`src/rtl/rob_phase_sequencer.sv`:
```
// Decodes ROB-commit phase markers from the DUT and variant cores, tracks a phase FSM per core,
// merges marker events into one back-pressured FIFO and owns finish_req.
// Optional watchdog: define ROB_SEQ_TIMEOUT_EN.
module rob_phase_sequencer #(
  parameter int LANES       = 2,
  parameter int FIFO_DEPTH  = 8,
  parameter int STAMP_W     = 32,
  parameter int TIMEOUT_CYC = 100000
) (
  input  logic                    clock,
  input  logic                    reset,
  input  logic [LANES-1:0]        dut_valid,
  input  logic [32*LANES-1:0]     dut_inst,
  input  logic [LANES-1:0]        vnt_valid,
  input  logic [32*LANES-1:0]     vnt_inst,
  output logic                    evt_valid,
  input  logic                    evt_ready,
  output logic [3:0]              evt_code,
  output logic                    evt_src,
  output logic [$clog2(LANES):0]  evt_lane,
  output logic [STAMP_W-1:0]      evt_stamp,
  output logic [2:0]              dut_phase,
  output logic [2:0]              vnt_phase,
  output logic                    phase_err,
  output logic                    overflow,
  output logic [15:0]             drop_cnt,
  output logic                    finish_req,
  output logic                    finish_done
);

  localparam int LANE_W = $clog2(LANES) + 1;
  localparam int PTR_W  = $clog2(FIFO_DEPTH);
  localparam int CNT_W  = PTR_W + 1;
  localparam int NCAND  = 2 * LANES + 1;

  typedef enum logic [2:0] {
    PH_VCTM  = 3'd0,
    PH_DELAY = 3'd1,
    PH_TEXE  = 3'd2,
    PH_LEAK  = 3'd3,
    PH_INIT  = 3'd4,
    PH_BIM   = 3'd5,
    PH_TRAIN = 3'd6,
    PH_IDLE  = 3'd7
  } phase_e;

  typedef struct packed {
    logic [3:0]         code;
    logic               src;
    logic [LANE_W-1:0]  lane;
    logic [STAMP_W-1:0] stamp;
  } evt_t;

  function automatic logic is_marker(input logic [31:0] inst);
    return (inst[31:24] == 8'h00) && (inst[19:0] == 20'h02013) && (inst[23:20] <= 4'd13);
  endfunction

  phase_e             dut_phase_q, dut_phase_d;
  phase_e             vnt_phase_q, vnt_phase_d;
  logic               phase_err_q, phase_err_d;
  logic               overflow_q, overflow_d;
  logic               finish_req_q, finish_req_d;
  logic [15:0]        drop_cnt_q, drop_cnt_d;
  logic [STAMP_W-1:0] stamp_q, stamp_d;
  evt_t               mem_q [FIFO_DEPTH];
  evt_t               mem_d [FIFO_DEPTH];
  logic [PTR_W-1:0]   rd_ptr_q, rd_ptr_d;
  logic [PTR_W-1:0]   wr_ptr_q, wr_ptr_d;
  logic [CNT_W-1:0]   count_q, count_d;

  logic [LANES-1:0]   dut_mk;
  logic [LANES-1:0]   vnt_mk;
  logic [3:0]         dut_code [LANES];
  logic [3:0]         vnt_code [LANES];
  logic               finish_hit;
  logic               wd_fire;
  logic               pop;
  logic               cand_vld [NCAND];
  evt_t               cand_evt [NCAND];
  logic [PTR_W-1:0]   wr_idx;
  int                 free_slots;
  int                 n_push;
  int                 n_drop;
  logic [16:0]        drop_sum;
  evt_t               head;

  // Once finish is requested the commit stream is frozen: no decode at all.
  always_comb begin
    for (int i = 0; i < LANES; i++) begin
      dut_code[i] = dut_inst[32*i+20 +: 4];
      vnt_code[i] = vnt_inst[32*i+20 +: 4];
      dut_mk[i]   = !finish_req_q && dut_valid[i] && is_marker(dut_inst[32*i +: 32]);
      vnt_mk[i]   = !finish_req_q && vnt_valid[i] && is_marker(vnt_inst[32*i +: 32]);
    end
  end

  always_comb begin
    dut_phase_d = dut_phase_q;
    vnt_phase_d = vnt_phase_q;
    phase_err_d = phase_err_q;
    finish_hit  = 1'b0;
    for (int i = 0; i < LANES; i++) begin
      if (dut_mk[i]) begin
        if (!dut_code[i][0]) begin
          dut_phase_d = phase_e'(dut_code[i][3:1]);
        end else if (dut_phase_d == phase_e'(dut_code[i][3:1])) begin
          dut_phase_d = PH_IDLE;
        end else begin
          phase_err_d = 1'b1;
        end
        if ((dut_code[i] == 4'd1) || (dut_code[i] == 4'd4)) begin
          finish_hit = 1'b1;
        end
      end
    end
    for (int i = 0; i < LANES; i++) begin
      if (vnt_mk[i]) begin
        if (!vnt_code[i][0]) begin
          vnt_phase_d = phase_e'(vnt_code[i][3:1]);
        end else if (vnt_phase_d == phase_e'(vnt_code[i][3:1])) begin
          vnt_phase_d = PH_IDLE;
        end else begin
          phase_err_d = 1'b1;
        end
      end
    end
  end

`ifdef ROB_SEQ_TIMEOUT_EN
  localparam int WD_W = $clog2(TIMEOUT_CYC + 1);

  logic [WD_W-1:0] wd_q, wd_d;

  always_comb begin
    wd_d    = '0;
    wd_fire = 1'b0;
    if ((dut_phase_q != PH_IDLE) && (dut_mk == '0)) begin
      if (wd_q == WD_W'(TIMEOUT_CYC - 1)) begin
        wd_fire = !finish_req_q;
      end else begin
        wd_d = wd_q + WD_W'(1);
      end
    end
  end

  always_ff @(posedge clock) begin
    if (!reset) begin
      wd_q <= '0;
    end else begin
      wd_q <= wd_d;
    end
  end
`else
  assign wd_fire = 1'b0;
`endif

  // Candidate slot 0 is the watchdog event so it wins the last free slot.
  always_comb begin
    cand_vld[0]       = wd_fire;
    cand_evt[0].code  = 4'hF;
    cand_evt[0].src   = 1'b0;
    cand_evt[0].lane  = '0;
    cand_evt[0].stamp = stamp_q;
    for (int i = 0; i < LANES; i++) begin
      cand_vld[1+i]             = dut_mk[i];
      cand_evt[1+i].code        = dut_code[i];
      cand_evt[1+i].src         = 1'b0;
      cand_evt[1+i].lane        = LANE_W'(i);
      cand_evt[1+i].stamp       = stamp_q;
      cand_vld[1+LANES+i]       = vnt_mk[i];
      cand_evt[1+LANES+i].code  = vnt_code[i];
      cand_evt[1+LANES+i].src   = 1'b1;
      cand_evt[1+LANES+i].lane  = LANE_W'(i);
      cand_evt[1+LANES+i].stamp = stamp_q;
    end
  end

  always_comb begin
    pop        = (count_q != '0) && evt_ready;
    free_slots = FIFO_DEPTH - int'(count_q) + (pop ? 1 : 0);
    mem_d      = mem_q;
    wr_idx     = wr_ptr_q;
    n_push     = 0;
    n_drop     = 0;
    for (int c = 0; c < NCAND; c++) begin
      if (cand_vld[c]) begin
        if (n_push < free_slots) begin
          mem_d[wr_idx] = cand_evt[c];
          wr_idx        = wr_idx + PTR_W'(1);
          n_push        = n_push + 1;
        end else begin
          n_drop = n_drop + 1;
        end
      end
    end
    wr_ptr_d     = wr_idx;
    rd_ptr_d     = rd_ptr_q + (pop ? PTR_W'(1) : PTR_W'(0));
    count_d      = CNT_W'(int'(count_q) + n_push - (pop ? 1 : 0));
    drop_sum     = {1'b0, drop_cnt_q} + 17'(n_drop);
    drop_cnt_d   = drop_sum[16] ? 16'hFFFF : drop_sum[15:0];
    overflow_d   = overflow_q || (n_drop != 0);
    finish_req_d = finish_req_q || finish_hit || wd_fire;
    stamp_d      = stamp_q + STAMP_W'(1);
  end

  always_ff @(posedge clock) begin
    if (!reset) begin
      dut_phase_q  <= PH_IDLE;
      vnt_phase_q  <= PH_IDLE;
      phase_err_q  <= 1'b0;
      overflow_q   <= 1'b0;
      finish_req_q <= 1'b0;
      drop_cnt_q   <= '0;
      stamp_q      <= '0;
      rd_ptr_q     <= '0;
      wr_ptr_q     <= '0;
      count_q      <= '0;
    end else begin
      dut_phase_q  <= dut_phase_d;
      vnt_phase_q  <= vnt_phase_d;
      phase_err_q  <= phase_err_d;
      overflow_q   <= overflow_d;
      finish_req_q <= finish_req_d;
      drop_cnt_q   <= drop_cnt_d;
      stamp_q      <= stamp_d;
      rd_ptr_q     <= rd_ptr_d;
      wr_ptr_q     <= wr_ptr_d;
      count_q      <= count_d;
    end
  end

  always_ff @(posedge clock) begin
    mem_q <= mem_d;
  end

  // Event fields are forced to zero whenever nothing is queued.
  assign head        = mem_q[rd_ptr_q];
  assign evt_valid   = (count_q != '0);
  assign evt_code    = evt_valid ? head.code : 4'd0;
  assign evt_src     = evt_valid ? head.src : 1'b0;
  assign evt_lane    = evt_valid ? head.lane : '0;
  assign evt_stamp   = evt_valid ? head.stamp : '0;
  assign dut_phase   = dut_phase_q;
  assign vnt_phase   = vnt_phase_q;
  assign phase_err   = phase_err_q;
  assign overflow    = overflow_q;
  assign drop_cnt    = drop_cnt_q;
  assign finish_req  = finish_req_q;
  assign finish_done = finish_req_q && (count_q == '0);

endmodule
```
`config.mk`:
```
export PLATFORM = sky130hd
export DESIGN_NAME = rob_phase_sequencer
export DESIGN_NICKNAME = d
export VERILOG_FILES = /design/src/rtl/rob_phase_sequencer.sv
export SDC_FILE = /design/constraint.sdc
export NUM_CORES = 1
export LEC_CHECK = 0
export CORE_ASPECT_RATIO = 0.7
export CORE_MARGIN = 4
export CORE_UTILIZATION = 55
export DETAILED_ROUTE_END_ITERATION = 10
export PLACE_DENSITY_LB_ADDON = 0.15
export SLEW_MARGIN = 20
export SYNTH_ARGS = -nofsm -noshare
export SYNTH_HDL_FRONTEND = slang
export SYNTH_SLANG_ARGS = --single-unit
export TNS_END_PERCENT = 50
```
`constraint.sdc`:
```
create_clock -name clock -period 19.25 [get_ports clock]
set_input_delay 2.8875 -clock clock [delete_from_list [all_inputs] [get_ports clock]]
set_output_delay 2.8875 -clock clock [all_outputs]
set_load 0.005 [all_outputs]
```
==> impl_metrics.py <==
metrics = {
    "synthesis": {
        "synth_top_family_by_area": "multiplexers",
        "synth.distinct_cells": 78,
        "synth_xor_area_frac": 0.0319,
        "synthTopCellsByArea": "dfxtp_1, mux2_2, mux4_2",
        "yosys.area.top_type": "dfxtp_1",
        "yosysTopAreaCellShare": 0.392,
        "synth_simple_gate_area_share": 0.126,
        "syn_area_sq_um": 19400,
        "synth_mux_area_frac": 0.322,
        "async_flop_share": 0,
        "ys_seq_area_frac": 0.392,
        "synth_compound_area_frac": 0.0646,
        "synth-edff-count": 0,
        "ys_ff_latch": 379,
        "synth_nets": 1966,
        "synthFlopType": "dfxtp_1",
        "netlist_instances": 1800,
        "syn_avg_cell_area_sq_um": 10.8,
        "synth-adder-area-share": 0.0208,
        "ys_warn_count": 0,
    },
    "global_routing": {
        "antenna_found_initial": 0,
        "grt_pass1_wl_mm": 80.6,
        "grt_overflow": 0,
        "grt_pass1_vias": 14200,
        "track_usage": 0.264,
        "grt_max_degree": 67,
    },
    "final_layout": {
        "syn_to_final_growth_pct": 17.5,
        "nets": 2096,
        "layout_commonest_cell": "dfxtp_1",
        "multi_input_area_sq_um": 11000,
        "fillCellCount": 2729,
        "final_cell_mix": "dfxtp_1, mux2_2, clkdlybuf4s50_1",
        "regArea_sq_um": 7600,
        "antenna_cells": 0,
        "drive_above_1_share": 0.260,
    },
    "die": {
        "ioPinCount": 201,
        "die-height_microns": 165,
        "rows": 57,
        "start_util": 0.558,
        "die_w_microns": 232,
        "core_area_sq_um": 34700,
        "dieArea_sq_um": 38300,
    },
    "placement": {
        "gp_congestion": 0.911,
        "portBuffers": 200,
        "pre_cts_slack_ns": 8.62,
        "dpl.hpwl_mm": 34.5,
    },
    "hold_path": {
        "hold_depth": 2,
        "hold_class": "reg2reg",
    },
    "timing": {
        "setup_violations": 0,
        "fmax_mhz": 98.0,
        "min_period_ns": 10.20,
        "finalCritPeriodShare": 0.530,
        "fin_tns_setup_ns": 0,
        "hold_violations": 0,
        "fin_hold_ws_ns": 0.425,
        "finalMaxSlewViolations": 0,
        "fin_ws_ns": 9.05,
        "worst_pin_slew_ns": 1.06,
        "rsz0062_at_grt": "false",
        "relSlewSlack": 0.294,
        "fin_skew_ns": 0.0178,
    },
    "clock_network": {
        "clockBufferDepth": 3,
        "cts-root-buf": "clkbuf_16",
        "cts_resized": 0,
        "cts_setup_buffers": 0,
        "h-tree-depth": 2,
        "cts_inserted_buffers": 37,
        "cts_sinks": 379,
        "hold_buffers": 0,
        "clk_latency_ns": 0.54,
        "cts_tree": "built",
        "clk_pin_slew_ns": 0.06,
    },
    "routing": {
        "vias_per_cell": 5.94,
        "totalWireLength_mm": 51.5,
        "post_drt_wl_per_cell_microns": 21.2,
        "drt_first_pass_iters": 5,
        "drtIter0Drc": 965,
        "vias": 14400,
        "met1_length_mm": 24.0,
        "top_layer_used": "met4",
        "wl_met2_mm": 23.5,
        "drc": 0,
        "wl_met3_mm": 3.25,
        "ant_nets": 0,
    },
    "worst_setup_path": {
        "cp-start-kind": "input port",
        "crit_top_cell": "ha_1",
        "slowest_stage": "clkdlybuf4s50_1",
        "cp.required_ns": 19.68,
        "crit_path_end_kind": "flip-flop",
        "r2r.worst_path.cells": 36,
        "critical_path.max_fanout": 14,
        "max_stage_delay_ns": 0.66,
        "worstPathArrival_ns": 10.63,
        "critical_path_class": "in2reg",
    },
    "status": {
        "status": "completed",
    },
    "power_and_ir_drop": {
        "powerDensity_nw_per_um2": 84.2,
        "ir_drop_mv": 0.0524,
        "power.leakage_nw": 9.01,
    },
    "job": {
        "cap_violations": 0,
    },
}
[state kept, by name (all words and copies together), names as in the netlist]
name and count:
mem_q 312, drop_cnt 16, vnt_phase 3, phase_err 1, count_q 4, finish_req 1, overflow 1, rd_ptr_q 3
stamp_q 32, dut_phase 3, wr_ptr_q 3
[worst paths after layout]
path / startpoint / end / slack [ns]
worst max-delay path: dut_inst[23] / drop_cnt[7] / 9.05
worst min-delay path: mem_q[267] / mem_q[267] / 0.42
worst max register to register: count_q[0] / drop_cnt[7] / 11.03
worst min register to register: mem_q[267] / mem_q[267] / 0.42
[layer usage]
layer	track usage	up-vias
met3	0.0466	70
met5	0	-
met1	0.385	7147
met2	0.418	426
met4	0.0513	0
li1	-	6804
[logic make-up after synthesis]
logic type	after synthesis
buf+inv	176
xor+xnor	69
flops	379
fa+ha+maj	31
simple gates	487
mux	465
compound gates	193
[Yosys cell counts (4+ instances only)]
cell type / number
buf_4: 10
buf_1: 12
and2_1: 21
and4_1: 8
nor4b_1: 11
nand3b_1: 4
o21a_1: 5
nor3_1: 32
or4_1: 5
xor2_1: 35
ha_1: 29
nor2_1: 171
dfxtp_1: 379
o21ai_0: 49
nand2_1: 92
inv_1: 45
o221ai_2: 5
or3_1: 8
or2_2: 5
mux2_2: 260
o211ai_1: 7
nor4_1: 31
a21oi_1: 69
buf_6: 15
buf_2: 7
nand3_1: 26
nand2b_1: 6
nor4bb_1: 5
clkbuf_1: 84
mux2i_1: 69
nor2b_1: 9
and3_1: 18
mux2_4: 58
a21o_1: 6
nand4_1: 21
mux4_2: 78
xnor2_1: 33
a211oi_1: 5
[power breakdown]
part           internal [mW]  total, mW  switching [mW]
sequential             0.791      0.822          0.0311
combinational          0.163      0.372           0.208
clock                  0.410      0.724           0.314
total                   1.36       1.92           0.553
[worst max-delay path: cells and delay by family]
kind                     cells  cell delay (ns)
XOR/XNOR                     1             0.20
adder cells (fa/ha/maj)      5             1.42
buffers and inverters        3             0.79
AND/OR/NAND/NOR             16             3.36
AO/OA/AOI/OAI                6             1.97
[final cells by class]
class                   instances  share of cell area
clock buffers                  50              0.0454
clock inverters                18             0.00786
inverters                      48             0.00808
multi-input cells            1245               0.485
flip-flops and latches        379               0.334
well taps                     472              0.0259
repair buffers                219              0.0942
[through the flow]
step / power, mW / cells / area (sq um) / utilization
6_report: 1.92 / 2431 / 22800 / 0.656
5_1_grt: 2.00 / 2431 / 22800 / 0.656
4_1_cts: 1.93 / 2431 / 22800 / 0.655
3_5_place_dp: 1.21 / 2363 / 21600 / 0.621
3_3_place_gp: 1.20 / 2363 / 21600 / 0.621
2_1_floorplan: 1.08 / 1800 / 19400 / -
No activity file was read; power rests on OpenSTA's default activity.
